`src/rtl/cpu_run_ctrl_pkg.sv`:
```
// Shared types and defaults for the CPU run sequencer.
// Holds the state encoding and a helper that sizes the small counters.
package cpu_run_ctrl_pkg;

  localparam int unsigned PROG_W_DEF = 2;
  localparam int unsigned CNT_W_DEF  = 16;
  localparam int unsigned ST_W       = 3;

  typedef enum logic [ST_W-1:0] {
    ST_IDLE   = 3'd0,
    ST_LAUNCH = 3'd1,
    ST_RUN    = 3'd2,
    ST_NEXT   = 3'd3,
    ST_FINISH = 3'd4
  } state_e;

  // Bits needed to hold values 0..max_val (at least one bit).
  function automatic int unsigned cnt_w_for(input int unsigned max_val);
    return (max_val < 2) ? 1 : $clog2(max_val + 1);
  endfunction

endpackage

```
`src/rtl/cpu_run_ctrl_if.sv`:
```
// Control/status bundle between the run sequencer, its requester and the CPU core.
// The slave side is the sequencer; the master side is the requester plus CPU.
interface cpu_run_ctrl_if #(
  parameter int unsigned PROG_W = 2,
  parameter int unsigned CNT_W  = 16
);

  logic              Go;
  logic [PROG_W:0]   NumProgs;
  logic              CpuAck;
  logic              CpuReset;
  logic              CpuStart;
  logic [PROG_W-1:0] ProgSel;
  logic              Busy;
  logic [CNT_W-1:0]  CycleCount;
  logic              CountValid;
  logic              Done;
  logic              Timeout;

  modport slave (
    input  Go, NumProgs, CpuAck,
    output CpuReset, CpuStart, ProgSel, Busy, CycleCount, CountValid, Done, Timeout
  );

  modport master (
    output Go, NumProgs, CpuAck,
    input  CpuReset, CpuStart, ProgSel, Busy, CycleCount, CountValid, Done, Timeout
  );

endinterface

```
`src/rtl/cpu_run_ctrl_sat_counter.sv`:
```
// Up-counter with synchronous clear that stops at LIMIT instead of wrapping.
// o_at_limit_c is a combinational decode of the registered count.
module sat_counter
  import cpu_run_ctrl_pkg::*;
#(
  parameter int unsigned W     = CNT_W_DEF,
  parameter int unsigned LIMIT = 32'h0000_FFFF
) (
  input  logic         clk,
  input  logic         rst_n,
  input  logic         i_clr,
  input  logic         i_en,
  output logic [W-1:0] o_count,
  output logic         o_at_limit_c
);

  localparam logic [W-1:0] LIM = W'(LIMIT);

  logic [W-1:0] r_count;

  always_ff @(posedge clk or negedge rst_n) begin
    if (!rst_n) begin
      r_count <= '0;
    end else if (i_clr) begin
      r_count <= '0;
    end else if (i_en && (r_count != LIM)) begin
      r_count <= r_count + W'(1);
    end
  end

  assign o_count      = r_count;
  assign o_at_limit_c = (r_count == LIM);

endmodule

```
`src/rtl/cpu_run_ctrl.sv`:
```
// Run sequencer for the CPU core: on Go, launches programs 0..NumProgs-1 in turn,
// times each run from start release to Ack and aborts the batch on watchdog expiry.
module cpu_run_ctrl
  import cpu_run_ctrl_pkg::*;
#(
  parameter int unsigned PROG_W     = PROG_W_DEF,
  parameter int unsigned CNT_W      = CNT_W_DEF,
  parameter int unsigned RST_CYCLES = 1,
  parameter int unsigned MAX_CYCLES = 32'h0000_FFFF
) (
  input  logic           Clk,
  input  logic           Reset,
  cpu_run_ctrl_if.slave  bus
);

  localparam logic [ST_W-1:0] S_IDLE   = ST_IDLE;
  localparam logic [ST_W-1:0] S_LAUNCH = ST_LAUNCH;
  localparam logic [ST_W-1:0] S_RUN    = ST_RUN;
  localparam logic [ST_W-1:0] S_NEXT   = ST_NEXT;
  localparam logic [ST_W-1:0] S_FINISH = ST_FINISH;

  localparam int unsigned      NUM_W     = PROG_W + 1;
  localparam int unsigned      LCH_W     = cnt_w_for(RST_CYCLES - 1);
  localparam logic [NUM_W-1:0] MAX_PROGS = NUM_W'(1) << PROG_W;

  logic [ST_W-1:0]   r_state;
  logic [NUM_W-1:0]  r_num;
  logic [PROG_W-1:0] r_prog_sel;
  logic              r_cpu_reset;
  logic              r_cpu_start;
  logic              r_busy;
  logic [CNT_W-1:0]  r_cycle_count;
  logic              r_count_valid;
  logic              r_done;
  logic              r_timeout;

  logic [ST_W-1:0]   w_nxt_state;
  logic [NUM_W-1:0]  w_nxt_num;
  logic [PROG_W-1:0] w_nxt_prog_sel;
  logic              w_nxt_launch;
  logic              w_nxt_busy;
  logic [CNT_W-1:0]  w_nxt_cycle_count;
  logic              w_nxt_count_valid;
  logic              w_nxt_done;
  logic              w_nxt_timeout;

  logic [LCH_W-1:0]  w_unused_lch_count;
  logic              w_lch_at_limit;
  logic [CNT_W-1:0]  w_wd_count;
  logic              w_wd_at_limit;

  // Launch counter: holds CpuReset/CpuStart for RST_CYCLES cycles.
  sat_counter #(
    .W     (LCH_W),
    .LIMIT (RST_CYCLES - 1)
  ) u_launch_cnt (
    .clk          (Clk),
    .rst_n        (Reset),
    .i_clr        (r_state != S_LAUNCH),
    .i_en         (r_state == S_LAUNCH),
    .o_count      (w_unused_lch_count),
    .o_at_limit_c (w_lch_at_limit)
  );

  // Run/watchdog counter: zero in the first RUN cycle, saturates at MAX_CYCLES.
  sat_counter #(
    .W     (CNT_W),
    .LIMIT (MAX_CYCLES)
  ) u_wd_cnt (
    .clk          (Clk),
    .rst_n        (Reset),
    .i_clr        (r_state != S_RUN),
    .i_en         (r_state == S_RUN),
    .o_count      (w_wd_count),
    .o_at_limit_c (w_wd_at_limit)
  );

  always_ff @(posedge Clk or negedge Reset) begin
    if (!Reset) begin
      r_state       <= S_IDLE;
      r_num         <= '0;
      r_prog_sel    <= '0;
      r_cpu_reset   <= 1'b1;
      r_cpu_start   <= 1'b1;
      r_busy        <= 1'b0;
      r_cycle_count <= '0;
      r_count_valid <= 1'b0;
      r_done        <= 1'b0;
      r_timeout     <= 1'b0;
    end else begin
      r_state       <= w_nxt_state;
      r_num         <= w_nxt_num;
      r_prog_sel    <= w_nxt_prog_sel;
      r_cpu_reset   <= w_nxt_launch;
      r_cpu_start   <= w_nxt_launch;
      r_busy        <= w_nxt_busy;
      r_cycle_count <= w_nxt_cycle_count;
      r_count_valid <= w_nxt_count_valid;
      r_done        <= w_nxt_done;
      r_timeout     <= w_nxt_timeout;
    end
  end

  always_comb begin
    w_nxt_state       = r_state;
    w_nxt_num         = r_num;
    w_nxt_prog_sel    = r_prog_sel;
    w_nxt_cycle_count = r_cycle_count;
    w_nxt_count_valid = 1'b0;
    w_nxt_done        = 1'b0;
    w_nxt_timeout     = r_timeout;

    case (r_state)
      S_IDLE: begin
        if (bus.Go) begin
          if (bus.NumProgs != '0) begin
            // Requests beyond the addressable program range are clamped.
            w_nxt_state    = S_LAUNCH;
            w_nxt_num      = (bus.NumProgs > MAX_PROGS) ? MAX_PROGS : bus.NumProgs;
            w_nxt_prog_sel = '0;
            w_nxt_timeout  = 1'b0;
          end else begin
            w_nxt_done = 1'b1;
          end
        end
      end
      S_LAUNCH: begin
        if (w_lch_at_limit) begin
          w_nxt_state = S_RUN;
        end
      end
      S_RUN: begin
        // Ack takes priority over a watchdog hit in the same cycle.
        if (bus.CpuAck) begin
          w_nxt_state       = S_NEXT;
          w_nxt_cycle_count = w_wd_count;
          w_nxt_count_valid = 1'b1;
        end else if (w_wd_at_limit) begin
          w_nxt_state       = S_FINISH;
          w_nxt_cycle_count = w_wd_count;
          w_nxt_count_valid = 1'b1;
          w_nxt_timeout     = 1'b1;
        end
      end
      S_NEXT: begin
        if ((NUM_W'(r_prog_sel) + NUM_W'(1)) == r_num) begin
          w_nxt_state = S_FINISH;
        end else begin
          w_nxt_prog_sel = r_prog_sel + PROG_W'(1);
          w_nxt_state    = S_LAUNCH;
        end
      end
      S_FINISH: begin
        w_nxt_state = S_IDLE;
      end
      default: begin
        w_nxt_state = S_IDLE;
      end
    endcase

    if (w_nxt_state == S_FINISH) begin
      w_nxt_done = 1'b1;
    end
    w_nxt_launch = (w_nxt_state == S_LAUNCH);
    w_nxt_busy   = (w_nxt_state != S_IDLE);
  end

  assign bus.CpuReset   = r_cpu_reset;
  assign bus.CpuStart   = r_cpu_start;
  assign bus.ProgSel    = r_prog_sel;
  assign bus.Busy       = r_busy;
  assign bus.CycleCount = r_cycle_count;
  assign bus.CountValid = r_count_valid;
  assign bus.Done       = r_done;
  assign bus.Timeout    = r_timeout;

endmodule

```
`src/flat_wrapper.sv`:
```
// flat-port wrapper written by rule: the top's interface ports become plain ports
module cpu_run_ctrl_flat import cpu_run_ctrl_pkg::*;
#(
  parameter int unsigned PROG_W     = PROG_W_DEF,
  parameter int unsigned CNT_W      = CNT_W_DEF,
  parameter int unsigned RST_CYCLES = 1,
  parameter int unsigned MAX_CYCLES = 32'h0000_FFFF
)
  (Clk, Reset, bus_Go, bus_NumProgs, bus_CpuAck, bus_CpuReset, bus_CpuStart, bus_ProgSel, bus_Busy, bus_CycleCount, bus_CountValid, bus_Done, bus_Timeout);
  cpu_run_ctrl_if #(.PROG_W(PROG_W), .CNT_W(CNT_W)) bus_i ();
  input  logic Clk;
  input  logic Reset;
  input wire logic [$bits(bus_i.Go)-1:0] bus_Go;
  input wire logic [$bits(bus_i.NumProgs)-1:0] bus_NumProgs;
  input wire logic [$bits(bus_i.CpuAck)-1:0] bus_CpuAck;
  output wire logic [$bits(bus_i.CpuReset)-1:0] bus_CpuReset;
  output wire logic [$bits(bus_i.CpuStart)-1:0] bus_CpuStart;
  output wire logic [$bits(bus_i.ProgSel)-1:0] bus_ProgSel;
  output wire logic [$bits(bus_i.Busy)-1:0] bus_Busy;
  output wire logic [$bits(bus_i.CycleCount)-1:0] bus_CycleCount;
  output wire logic [$bits(bus_i.CountValid)-1:0] bus_CountValid;
  output wire logic [$bits(bus_i.Done)-1:0] bus_Done;
  output wire logic [$bits(bus_i.Timeout)-1:0] bus_Timeout;
  assign bus_i.Go = bus_Go;
  assign bus_i.NumProgs = bus_NumProgs;
  assign bus_i.CpuAck = bus_CpuAck;
  assign bus_CpuReset = bus_i.CpuReset;
  assign bus_CpuStart = bus_i.CpuStart;
  assign bus_ProgSel = bus_i.ProgSel;
  assign bus_Busy = bus_i.Busy;
  assign bus_CycleCount = bus_i.CycleCount;
  assign bus_CountValid = bus_i.CountValid;
  assign bus_Done = bus_i.Done;
  assign bus_Timeout = bus_i.Timeout;
  cpu_run_ctrl #(.PROG_W(PROG_W), .CNT_W(CNT_W), .RST_CYCLES(RST_CYCLES), .MAX_CYCLES(MAX_CYCLES)) u_core (.Clk(Clk), .Reset(Reset), .bus(bus_i));
endmodule
```
`config.mk`:
```
export PLATFORM = sky130hd
export DESIGN_NAME = cpu_run_ctrl_flat
export DESIGN_NICKNAME = d
export VERILOG_FILES = /design/src/rtl/cpu_run_ctrl_pkg.sv /design/src/rtl/cpu_run_ctrl_if.sv /design/src/rtl/cpu_run_ctrl_sat_counter.sv /design/src/rtl/cpu_run_ctrl.sv /design/src/flat_wrapper.sv
export SDC_FILE = /design/constraint.sdc
export NUM_CORES = 1
export LEC_CHECK = 0
export CORE_UTILIZATION = 45
export DETAILED_ROUTE_END_ITERATION = 8
export DONT_BUFFER_PORTS = 1
export GPL_TIMING_DRIVEN = 0
export PLACE_DENSITY = 0.65
export SLEW_MARGIN = 40
export SYNTH_ARGS = -nofsm -noshare
export SYNTH_HDL_FRONTEND = slang
export SYNTH_SLANG_ARGS = --single-unit
```
`constraint.sdc`:
```
create_clock -name Clk -period 2.6 [get_ports Clk]
set_input_delay 0.52 -clock Clk [delete_from_list [all_inputs] [get_ports Clk]]
set_output_delay 0.52 -clock Clk [all_outputs]
set_load 0.02 [all_outputs]
```
==> results.txt, run 1 <==
----------------------------------------------------
[Synthesis]
  Sequential element share of the synthesized area ... 52.7%
  Fraction of the mapped netlist area in compound gates ... 12.9%
  Adder and majority cell fraction of the synthesized area ... 1.14%
  Synth Net Count ... 192
  Per-instance average area after synthesis ... 12.0 sq um
  Top-area cell type share of the netlist area ... 51.5%
  Number of flops mapped to enable cells by yosys ... 0
  Main combinational cell family by area after synthesis ... simple AND/OR/NAND/NOR gates
  Share of flip-flops with an asynchronous set or reset after synthesis ... 100%
  Portion of netlist area occupied by mux cells ... 10.8%
  Synthesis Warnings ... 0
  Post-synthesis share of cell area spent on and, or, nand and nor gates ... 17.4%
  Synthesized-area fraction occupied by xor and xnor cells ... 2.40%
  Count of different cell masters after synthesis ... 51
  Area of the mapped netlist ... 0.00219 sq mm
  Cells after Synth ... 183
  Leading post-synthesis cells by cell area ... sky130_fd_sc_hd__dfrtp_1 (51%), sky130_fd_sc_hd__mux2_4 (6.2%), sky130_fd_sc_hd__mux2_1 (3.6%)
  Synthesized flop and latch total ... 46
  Cell taking the most area after synthesis ... sky130_fd_sc_hd__dfrtp_1
  Leading register cell type out of synthesis ... sky130_fd_sc_hd__dfrtp_1

[Pwr]
  Worst supply voltage drop on vdd ... 0.354 mV
  Sw Share ... 33.2%
  Power density normalized to cell area ... 813 mW/mm^2
  Static Leakage ... 1.08 nW
  Fraction of power consumed by combinational cells ... 24.3%
  Net switching power figure ... 0.646 mW
  Total power of the final layout ... 1.95 mW
  Share of power burned in the clock network ... 27.7%
  Sequential fraction of design power ... 48.0%
  Internal Power ... 1.30 mW

[Min path]
  Hold crit path type ... in2async

[Clock tree]
  Maximum root-to-sink buffer count ... 2
  Clk sink count ... 46
  Count of instances resized after the clock tree is built ... 0
  Clock-pin slew of the registers on the worst-case setup and hold paths ... 0.09 ns
  Post-CTS setup buffer count ... 0
  Buffer cell driving the clock tree root ... sky130_fd_sc_hd__clkbuf_8
  Latest clock arrival within the worst-skew pair ... 0.30 ns
  Number of CTS-inserted buffers ... 5
  TritonCTS clock tree ... yes
  H-tree lvl count ... 2

[Timing]
  F_max ... 426 MHz
  Transition time at the pin with the least slew margin ... 0.696 ns
  Slew headroom ... 53.4%
  Number of setup violations in the final report ... 0
  Part of the cycle the worst path needs ... 90.3%
  Setup clock skew after layout ... 0.00595 ns
  Final slew viol count ... 0
  Final critical delay including setup and external delays ... 2.35 ns
  Post-layout worst setup margin ... 0.253 ns
  Total negative setup slack ... 0 ns
  Number of endpoints with negative hold slack in the final report ... 0
  Setup repair after global routing missed its margin ... false

[Die]
  Total Die Area ... 0.00514 sq mm
  Chip Width ... 71.7 um
  Site Rows ... 24
  IO Pins ... 31
  Starting Density ... 48.6%
  Height of the die ... 71.7 um
  Placeable core region ... 0.00450 sq mm

[Route]
  Detailed Route Iter0 Violations ... 106
  DRT Pass-1 Iters ... 4
  Routed WL per cell ... 17.4 um
  Wire length after detailed routing ... 4250 um
  Detailed-route vias per instance ... 6.29
  Routed via count ... 1,534
  Antenna-violating nets left ... 0
  Number of design rule violations left after detail routing ... 0

[Placed design]
  Minimum setup slack after placement ... 0.289 ns
  Post-detail-place hpwl ... 2880 um
  Placer's final routability congestion estimate ... 0.791
  Placed cell area ... 0.00225 sq mm
  PortBufs ... 0

[Cells and area]
  Number of diodes added for antenna fixing ... 0
  Layout cells sized above 1 ... 16.7%
  Layout filler cell count ... 400
  Final cell area excluding filler cells ... 0.00239 sq mm
  Layout overhead on the synthesized area ... 9.44%
  Nets ... 200
  Final standard cell utilization of the core ... 53.1%

[Worst setup path]
  Arrival time reported for the critical path endpoint ... 2.54 ns
  Endpoint type of the worst setup path ... register
  Startpoint of the most critical register-to-register path ... u_core.u_wd_cnt.o_count[1]
  Startpoint type of the worst setup path ... register
  Critical path startpoint ... u_core.u_wd_cnt.o_count[1]
  Data required time of the worst path ... 2.80 ns
  Kind of critical path ... reg2reg
  Largest fanout of any net on the critical path ... 10

[Global route]
  Initial antenna violation count ... 0
  Wire length of the first global-routing pass ... 7270 um
  Largest net degree at the start of global routing ... 46
  Total routing resource utilization after global routing ... 18.3%
  Total overflow reported by the global router ... 0
  Vias in the first global route ... 1,499

[Run]
  Max-capacitance violation count ... 0

[Run status]
  Outcome ... completed

----------------------------------------------------
-- flip-flops by register name (all words and copies together), names as in the netlist --
signal	count
u_core.bus.CycleCount	16
u_core.r_num	3
u_core.u_wd_cnt.o_count	16
u_core.bus.Done	1
u_core.bus.ProgSel	2
u_core.bus.CpuReset	1
u_core.r_state	3
u_core.bus.Busy	1
u_core.bus.Timeout	1
u_core.bus.CountValid	1
u_core.u_launch_cnt.o_count	1
-- cells in the mapped netlist (5+ instances only) --
cell type,count
sky130_fd_sc_hd__mux2_4,9
sky130_fd_sc_hd__nand4_1,5
sky130_fd_sc_hd__mux2_1,7
sky130_fd_sc_hd__nand2_1,6
sky130_fd_sc_hd__nor2_1,10
sky130_fd_sc_hd__clkbuf_1,5
sky130_fd_sc_hd__nand3_1,5
sky130_fd_sc_hd__a21oi_1,10
sky130_fd_sc_hd__o21ai_0,7
sky130_fd_sc_hd__dfrtp_1,45
sky130_fd_sc_hd__or3_1,6
-- logic make-up after synthesis --
group / Yosys count
AOI/OAI and AO/OA: 41
other: 1
muxes: 18
and+or+nand+nor: 58
xor gates and xnor gates: 6
DFF: 46
adders and majority gates: 2
buffers and inverters: 11
-- final cells by class --
cell class,instances,area (sq um),share of cell area [%]
inverter,2,7.51,0.314
buffer,9,47.5,1.99
timing repair buffer,1,27.5,1.15
tap,52,65.1,2.72
multi-input combinational,126,980,40.9
clock buffer,5,68.8,2.88
sequential,46,1150,48.1
clock inverter,3,45.0,1.88
-- stage by stage --
stage	instances	hold WS, ns
2_1_floorplan	183	0.224
3_3_place_gp	235	0.225
3_5_place_dp	235	0.225
4_1_cts	244	0.0350
5_1_grt	244	0.0217
6_report	244	0.0461
-- power by group through the flow --
stage | combinational [mW] | sequential, mW | clock (mW)
6_report | 0.474 | 0.934 | 0.540
5_1_grt | 0.530 | 0.948 | 0.582
4_1_cts | 0.474 | 0.935 | 0.552
3_5_place_dp | 0.455 | 0.950 | 0
3_3_place_gp | 0.428 | 0.945 | 0
2_1_floorplan | 0.373 | 0.931 | 0
-- per-layer routing --
metal,vias to the layer above,share of wire [%],GRT usage (%)
met3,11,5.7,5.63
met5,-,0,0
met2,48,48,28.0
li1,702,-,-
met1,773,45,24.6
met4,0,1.9,6.97
-- critical path, stage by stage, from the launching register on --
cell and delay, ns:
sky130_fd_sc_hd__dfrtp_1 0.43, sky130_fd_sc_hd__ha_1 0.26, sky130_fd_sc_hd__nand4_2 0.21, sky130_fd_sc_hd__nor4_4 0.61, sky130_fd_sc_hd__o21ai_4 0.19, sky130_fd_sc_hd__buf_6 0.23
sky130_fd_sc_hd__mux2_4 0.30
-- layout by cell type (no fill, tap or decap), types with 3 or more instances in the layout --
| cell type | Yosys | final |
|---|---|---|
| sky130_fd_sc_hd__mux2_4 | 9 | 9 |
| sky130_fd_sc_hd__a21oi_1 | 10 | 10 |
| sky130_fd_sc_hd__clkbuf_8 | 0 | 5 |
| sky130_fd_sc_hd__mux2_1 | 7 | 7 |
| sky130_fd_sc_hd__o21ai_0 | 7 | 7 |
| sky130_fd_sc_hd__nand3_1 | 5 | 5 |
| sky130_fd_sc_hd__xnor2_1 | 4 | 4 |
| sky130_fd_sc_hd__or3_1 | 6 | 6 |
| sky130_fd_sc_hd__nand2_1 | 6 | 6 |
| sky130_fd_sc_hd__a22o_1 | 4 | 4 |
| sky130_fd_sc_hd__nand3b_1 | 3 | 3 |
| sky130_fd_sc_hd__o31ai_1 | 4 | 4 |
| sky130_fd_sc_hd__or4_1 | 3 | 3 |
| sky130_fd_sc_hd__nor3_1 | 3 | 3 |
| sky130_fd_sc_hd__dfrtp_1 | 45 | 45 |
| sky130_fd_sc_hd__nor2_1 | 10 | 10 |
| sky130_fd_sc_hd__a31oi_1 | 3 | 3 |
| sky130_fd_sc_hd__o21ai_1 | 3 | 3 |
| sky130_fd_sc_hd__clkbuf_1 | 5 | 5 |
| sky130_fd_sc_hd__nand4_1 | 5 | 5 |
-- repair_timing --
action                                 4_1_cts  5_1_grt
setup endpoints to repair                    0        0
hold buffers                                 1        0
endpoints found under the hold margin       45        0
-- path summary, 6_finish.rpt --
check	to	slack [ns]	cells after the start
setup / recovery	u_core.bus.CycleCount[10]	0.25	6
hold / removal	u_core.bus.CpuReset	0.05	0
setup reg to reg	u_core.bus.CycleCount[10]	0.25	6
hold reg to reg	u_core.u_wd_cnt.o_count[6]	0.54	1
max in group asynchronous	u_core.u_wd_cnt.o_count[11]	2.35	1
min in group Clk	u_core.r_state[2]	0.33	1
Note: power is estimated with default switching activity, not from simulation.
==> run 2, diff against run 1 <==
--- a/config.mk
+++ b/config.mk
@@ -7,4 +7,5 @@
 export LEC_CHECK = 0
 export CORE_UTILIZATION = 45
+export CTS_CLUSTER_DIAMETER = 80
 export DETAILED_ROUTE_END_ITERATION = 8
 export DONT_BUFFER_PORTS = 1
==> constraint.sdc (replaced) <==
create_clock -name Clk -period 2.6 [get_ports Clk]
set_input_delay 0.26 -clock Clk [delete_from_list [all_inputs] [get_ports Clk]]
set_output_delay 0.26 -clock Clk [all_outputs]
set_load 0.02 [all_outputs]
==> results.txt, run 2 (synthesized netlist as in run 1, its figures left out) <==
----------------------------------------------------
[Clock tree]
  Clock-pin slew of the registers on the worst-case setup and hold paths ... 0.09 ns (about the same)
  Count of instances resized after the clock tree is built ... 0 (unchanged)
  Maximum root-to-sink buffer count ... 2 (unchanged)
  H-tree lvl count ... 2 (unchanged)
  Buffer cell driving the clock tree root ... sky130_fd_sc_hd__clkbuf_8
  Clk sink count ... 46 (unchanged)
  TritonCTS clock tree ... yes
  Number of CTS-inserted buffers ... 5 (unchanged)
  Latest clock arrival within the worst-skew pair ... 0.30 ns (about the same)

[Cells and area]
  Leading cell types in the layout, fill and taps excluded ... sky130_fd_sc_hd__dfrtp_1 (45), sky130_fd_sc_hd__a21oi_1 (10), sky130_fd_sc_hd__nor2_1 (10), sky130_fd_sc_hd__mux2_4 (9)
  Layout overhead on the synthesized area ... 9.90%
  Layout cells sized above 1 ... 16.6% (-0.086 points)
  Filler-free cell count of the finished design ... 245 (+0.41%)
  Number of diodes added for antenna fixing ... 0 (unchanged)
  Nets ... 201 (+0.50%)
  Layout filler cell count ... 401 (+0.25%)
  Most common cell after layout, fill and taps aside ... sky130_fd_sc_hd__dfrtp_1

[Placed design]
  Minimum setup slack after placement ... 0.289 ns (unchanged)
  PortBufs ... 0 (unchanged)
  Post-detail-place hpwl ... 2880 um (unchanged)
  Placer's final routability congestion estimate ... 0.791 (unchanged)
  Total placed cells including tap cells ... 235 (unchanged)

[Pwr]
  Worst supply voltage drop on vdd ... 0.347 mV (-2.0%)
  Static Leakage ... 1.09 nW (+0.39%)
  Power density normalized to cell area ... 810 mW/mm^2 (-0.43%)

[Route]
  Routed via count ... 1,546 (+0.78%)
  Antenna-violating nets left ... 0 (unchanged)
  Wire length after detailed routing ... 4240 um (-0.14%)
  Detailed Route Iter0 Violations ... 82 (-23%)
  DRT Pass-1 Iters ... 4 (unchanged)
  Detailed-route vias per instance ... 6.31 (+0.37%)
  Number of design rule violations left after detail routing ... 0 (unchanged)
  Routed WL per cell ... 17.3 um (-0.55%)

[Timing]
  Part of the cycle the worst path needs ... 89.8% (-0.46 points)
  Final slew viol count ... 0 (unchanged)
  Transition time at the pin with the least slew margin ... 0.699 ns (+0.00317 ns)
  Setup clock skew after layout ... 0.00606 ns (+0.000112 ns)
  Number of setup violations in the final report ... 0 (unchanged)
  F_max ... 428 MHz (+0.51%)
  Total negative setup slack ... 0 ns (unchanged)
  Number of endpoints with negative hold slack in the final report ... 0 (unchanged)
  Post-layout worst setup margin ... 0.265 ns (+0.0119 ns)
  Final critical delay including setup and external delays ... 2.34 ns (-0.0119 ns)
  Slew headroom ... 53.2% (-0.21 points)
  Setup repair after global routing missed its margin ... false

[Worst setup path]
  Critical path startpoint ... u_core.u_wd_cnt.o_count[1]
  Number of buffers and inverters on the critical path ... 1 (unchanged)
  Register-to-register setup slack ... 0.26 ns (about the same)
  Arrival time reported for the critical path endpoint ... 2.52 ns (-0.02 ns)
  Endpoint type of the worst setup path ... register
  Kind of critical path ... reg2reg
  Critical path's largest stage delay ... 0.60 ns (about the same)
  Startpoint type of the worst setup path ... register
  Data required time of the worst path ... 2.79 ns (about the same)
  Startpoint of the most critical register-to-register path ... u_core.u_wd_cnt.o_count[1]
  Sequence of cells on the critical path ... ha_1 -> nand4_2 -> nor4_4 -> o21ai_4 -> buf_6 -> mux2_4
  Critical-path cell with the highest stage delay ... sky130_fd_sc_hd__nor4_4
  Capturing instance or port of the critical path ... u_core.bus.CycleCount[13]
  Kind of cell with the highest combined delay on the critical path ... simple AND/OR/NAND/NOR gates
  Instance count on the critical path ... 6 (unchanged)
  Reg2reg end ... u_core.bus.CycleCount[13]
  Worst Reg2Reg Path Length in Cells ... 6 (unchanged)
  Largest fanout of any net on the critical path ... 10 (unchanged)

[Global route]
  Layer with the highest usage ... met2
  GR met2 Demand/Resource ... 27.8% (-0.21 points)
  Total overflow reported by the global router ... 0 (unchanged)
  Met1 track demand over resource in global routing ... 24.5% (-0.069 points)
  Initial antenna violation count ... 0 (unchanged)
  Total routing resource utilization after global routing ... 18.3% (-0.055 points)
  Wire length of the first global-routing pass ... 7260 um (about the same)
  GR met3 Demand/Resource ... 5.63% (unchanged)
  Vias in the first global route ... 1,515 (+1.1%)
  Largest net degree at the start of global routing ... 47 (+2.2%)

[Min path]
  Hold crit path type ... in2reg
  Hold Crit Start ... bus_CpuAck

[Die]
  Site Rows ... 24 (unchanged)
  Total Die Area ... 0.00514 sq mm (unchanged)
  Starting Density ... 48.6% (unchanged)
  Placeable core region ... 0.00450 sq mm (unchanged)
  Chip Width ... 71.7 um (unchanged)
  Height of the die ... 71.7 um (unchanged)
  IO Pins ... 31 (unchanged)

[Run status]
  Outcome ... completed

[Run]
  Max-capacitance violation count ... 0 (unchanged)

----------------------------------------------------
==> run 2: final cells by class <==
cell class                      count  area [sq um]  area share (%)
Tap cell                           52          65.1            2.71
Inverter                            2          7.51           0.312
Sequential cell                    46          1150            47.9
Multi-Input combinational cell    126           980            40.8
Timing Repair Buffer                2          37.5            1.56
Clock inverter                      3          45.0            1.87
Clock buffer                        5          68.8            2.86
Buffer                              9          47.5            1.98
==> run 2: metrics by stage <==
stage / instance area, sq um / hold slack, ns / total power [mW] / utilization (%)
after floorplan: 2190 / -0.0356 / 1.30 / -
after global placement: 2250 / -0.0346 / 1.37 / 50.0
after detailed placement: 2250 / -0.0346 / 1.40 / 50.0
after CTS: 2400 / 0.0600 / 1.96 / 53.4
after global routing: 2400 / 0.0618 / 2.06 / 53.4
final: 2400 / 0.0734 / 1.95 / 53.4
==> run 2: worst min-delay path by stage <==
stage,slack [ns],end,depth (start not counted)
final,0.07,u_core.r_state[2],1
after detailed placement,-0.03,u_core.bus.CountValid,0
after global routing,0.06,u_core.r_state[2],1
after floorplan,-0.04,u_core.bus.Busy,0
after CTS,0.06,u_core.r_state[2],1
after global placement,-0.03,u_core.bus.CountValid,0
==> run 2: power by group <==
group | internal (mW) | switching (mW)
clock | 0.286 | 0.251
sequential | 0.813 | 0.121
combinational | 0.204 | 0.272
==> run 2: timing repair <==
item	4_1_cts	5_1_grt
hold buffers	2	0
setup buffers	0	0
endpoints found under the hold margin	46	0
==> run 2: routing by layer <==
metal	wire, um	share of wire [%]
met5	0	0
met4	59	1.4
met3	229	5.4
met2	2000	47
met1	1950	46
==> run 2: worst reg2reg max path, cell delays in order (launching register included) <==
cell and delay [ns]:
sky130_fd_sc_hd__dfrtp_1 0.43, sky130_fd_sc_hd__ha_1 0.26, sky130_fd_sc_hd__nand4_2 0.21, sky130_fd_sc_hd__nor4_4 0.60, sky130_fd_sc_hd__o21ai_4 0.19, sky130_fd_sc_hd__buf_6 0.23, sky130_fd_sc_hd__mux2_4 0.30
==> run 3, diff against run 2 <==
- RECOVER_POWER: not set -> 100
- SKIP_LAST_GASP: not set -> 1
==> results.txt, run 3 (synthesized netlist as in run 1, its figures left out) <==
----------------------------------------------------
[Pwr]
  Share of power burned in the clock network ... 28.0% (+0.4 points)
  Sequential fraction of design power ... 48.6% (+0.6 points)
  Sw Share ... 33.1% (about the same)
  Power density normalized to cell area ... 821 mW/mm^2 (+1.4%)
  Internal Power ... 1.28 mW (-1.4%)
  Net switching power figure ... 0.635 mW (-1.5%)
  Fraction of power consumed by combinational cells ... 23.5% (-0.9 points)
  Worst supply voltage drop on vdd ... 0.346 mV (-0.30%)
  Static Leakage ... 1.05 nW (-3.3%)

[Clock tree]
  Clock-pin slew of the registers on the worst-case setup and hold paths ... 0.09 ns (about the same)
  Number of CTS-inserted buffers ... 5 (unchanged)
  Number of hold-repair buffers added at the cts stage ... 2 (unchanged)
  Buffer cell driving the clock tree root ... sky130_fd_sc_hd__clkbuf_8
  Maximum root-to-sink buffer count ... 2 (unchanged)
  Clk sink count ... 46 (unchanged)
  Count of instances resized after the clock tree is built ... 0 (unchanged)
  H-tree lvl count ... 2 (unchanged)
  TritonCTS clock tree ... yes
  Post-CTS setup buffer count ... 0 (unchanged)
  Latest clock arrival within the worst-skew pair ... 0.30 ns (about the same)

[Worst setup path]
  Endpoint type of the worst setup path ... register
  Data required time of the worst path ... 2.79 ns (about the same)
  Sequence of cells on the critical path ... ha_1 -> nand4_2 -> nor4_4 -> o21ai_4 -> buf_6 -> mux2_1
  Startpoint type of the worst setup path ... register
  Largest fanout of any net on the critical path ... 10 (unchanged)
  Kind of critical path ... reg2reg
  Critical-path cell with the highest stage delay ... sky130_fd_sc_hd__nor4_4
  Arrival time reported for the critical path endpoint ... 2.54 ns (+0.02 ns)
  Critical path's largest stage delay ... 0.60 ns (about the same)

[Die]
  Starting Density ... 48.6% (unchanged)
  Height of the die ... 71.7 um (unchanged)
  IO Pins ... 31 (unchanged)
  Chip Width ... 71.7 um (unchanged)
  Placeable core region ... 0.00450 sq mm (unchanged)
  Total Die Area ... 0.00514 sq mm (unchanged)
  Site Rows ... 24 (unchanged)

[Placed design]
  PortBufs ... 0 (unchanged)
  Post-detail-place hpwl ... 2880 um (unchanged)
  Minimum setup slack after placement ... 0.289 ns (unchanged)
  Placer's final routability congestion estimate ... 0.791 (unchanged)

[Timing]
  Total negative setup slack ... 0 ns (unchanged)
  Part of the cycle the worst path needs ... 90.3% (+0.51 points)
  Final critical delay including setup and external delays ... 2.35 ns (+0.0133 ns)
  Post-layout worst setup margin ... 0.251 ns (-0.0133 ns)
  F_max ... 426 MHz (-0.57%)
  Number of setup violations in the final report ... 0 (unchanged)
  Setup clock skew after layout ... 0.00689 ns (+0.000823 ns)
  Slew headroom ... 26.5% (-27 points)
  Min Hold Slack ... 0.101 ns (+0.0280 ns)
  Final slew viol count ... 0 (unchanged)
  Setup repair after global routing missed its margin ... false
  Number of endpoints with negative hold slack in the final report ... 0 (unchanged)
  Transition time at the pin with the least slew margin ... 1.10 ns (+0.404 ns)

[Global route]
  Total overflow reported by the global router ... 0 (unchanged)
  Vias in the first global route ... 1,515 (unchanged)
  GR met2 Demand/Resource ... 27.8% (unchanged)
  GR met3 Demand/Resource ... 5.63% (unchanged)
  Layer with the highest usage ... met2
  Largest net degree at the start of global routing ... 47 (unchanged)
  Wire length of the first global-routing pass ... 7260 um (unchanged)
  Met1 track demand over resource in global routing ... 24.5% (unchanged)
  Total routing resource utilization after global routing ... 18.3% (unchanged)
  Initial antenna violation count ... 0 (unchanged)

[Cells and area]
  Final standard cell utilization of the core ... 51.9% (-1.5 points)
  Leading cell types in the layout, fill and taps excluded ... sky130_fd_sc_hd__dfrtp_1 (45), sky130_fd_sc_hd__mux2_1 (15), sky130_fd_sc_hd__a21oi_1 (10), sky130_fd_sc_hd__nor2_1 (10), sky130_fd_sc_hd__o21ai_0 (8)
  Layout overhead on the synthesized area ... 6.81%
  Nets ... 201 (unchanged)
  Most common cell after layout, fill and taps aside ... sky130_fd_sc_hd__dfrtp_1
  Layout cells sized above 1 ... 10.4% (-6.2 points)
  Number of diodes added for antenna fixing ... 0 (unchanged)

[Run status]
  Outcome ... completed

[Route]
  Number of design rule violations left after detail routing ... 0 (unchanged)
  Detailed Route Iter0 Violations ... 81 (-1.2%)
  Antenna-violating nets left ... 0 (unchanged)
  Detailed-route vias per instance ... 6.29 (-0.39%)
  Wire length after detailed routing ... 4200 um (-0.99%)
  DRT Pass-1 Iters ... 4 (unchanged)
  Routed via count ... 1,540 (-0.39%)
  Routed WL per cell ... 17.1 um (-0.99%)

[Run]
  Max-capacitance violation count ... 0 (unchanged)

[Min path]
  Hold crit path type ... in2reg

----------------------------------------------------
run 3: through the flow:
| step | area [sq um] | power [mW] | cells |
|---|---|---|---|
| 2_1_floorplan | 2190 | 1.30 | 183 |
| 3_3_place_gp | 2250 | 1.37 | 235 |
| 3_5_place_dp | 2250 | 1.40 | 235 |
| 4_1_cts | 2400 | 1.96 | 245 |
| 5_1_grt | 2340 | 2.04 | 245 |
| 6_report | 2340 | 1.92 | 245 |
run 3: worst max-delay path, delay by kind of cell, from the launching register on:
| kind | cells | cell delay [ns] |
|---|---|---|
| buffers and inverters | 1 | 0.22 |
| adder cells (fa/ha/maj) | 1 | 0.26 |
| flip-flops | 1 | 0.43 |
| AND/OR/NAND/NOR | 2 | 0.81 |
| multiplexers | 1 | 0.33 |
| AO/OA/AOI/OAI | 1 | 0.19 |
run 3: per-layer routing:
metal  up-vias  wire length (um)
met5         -                 0
met4         0                79
met3        12               219
met2        46              1980
met1       778              1920
li1        704                 -
run 3: path summary, 6_finish.rpt:
check / from / endpoint / slack (ns) / cells past startpoint
setup / recovery: u_core.u_wd_cnt.o_count[1] / u_core.bus.CycleCount[10] / 0.25 / 6
hold / removal: bus_CpuAck / u_core.r_state[2] / 0.10 / 1
setup reg to reg: u_core.u_wd_cnt.o_count[1] / u_core.bus.CycleCount[10] / 0.25 / 6
hold reg to reg: u_core.u_wd_cnt.o_count[6] / u_core.u_wd_cnt.o_count[6] / 0.53 / 1
max in group asynchronous: Reset / u_core.u_wd_cnt.o_count[11] / 1.22 / 2
min in group asynchronous: Reset / u_core.bus.CountValid / 0.70 / 2
run 3: area by class of cell:
| class | count | area (sq um) |
|---|---|---|
| Clock buffer | 5 | 68.8 |
| Inverter | 2 | 7.51 |
| Tap cell | 52 | 65.1 |
| Clock inverter | 3 | 45.0 |
| Buffer | 9 | 43.8 |
| Multi-Input combinational cell | 126 | 938 |
| Fill cell | 415 | 2170 |
| Timing Repair Buffer | 2 | 15.0 |
| Sequential cell | 46 | 1150 |
run 3: power groups by stage:
stage / sequential, mW / clock, mW / combinational, mW
floorplan: 0.931 / 0 / 0.373
CTS: 0.935 / 0.552 / 0.476
global placement: 0.945 / 0 / 0.428
finish: 0.932 / 0.537 / 0.450
detailed placement: 0.950 / 0 / 0.455
global route: 0.946 / 0.584 / 0.505
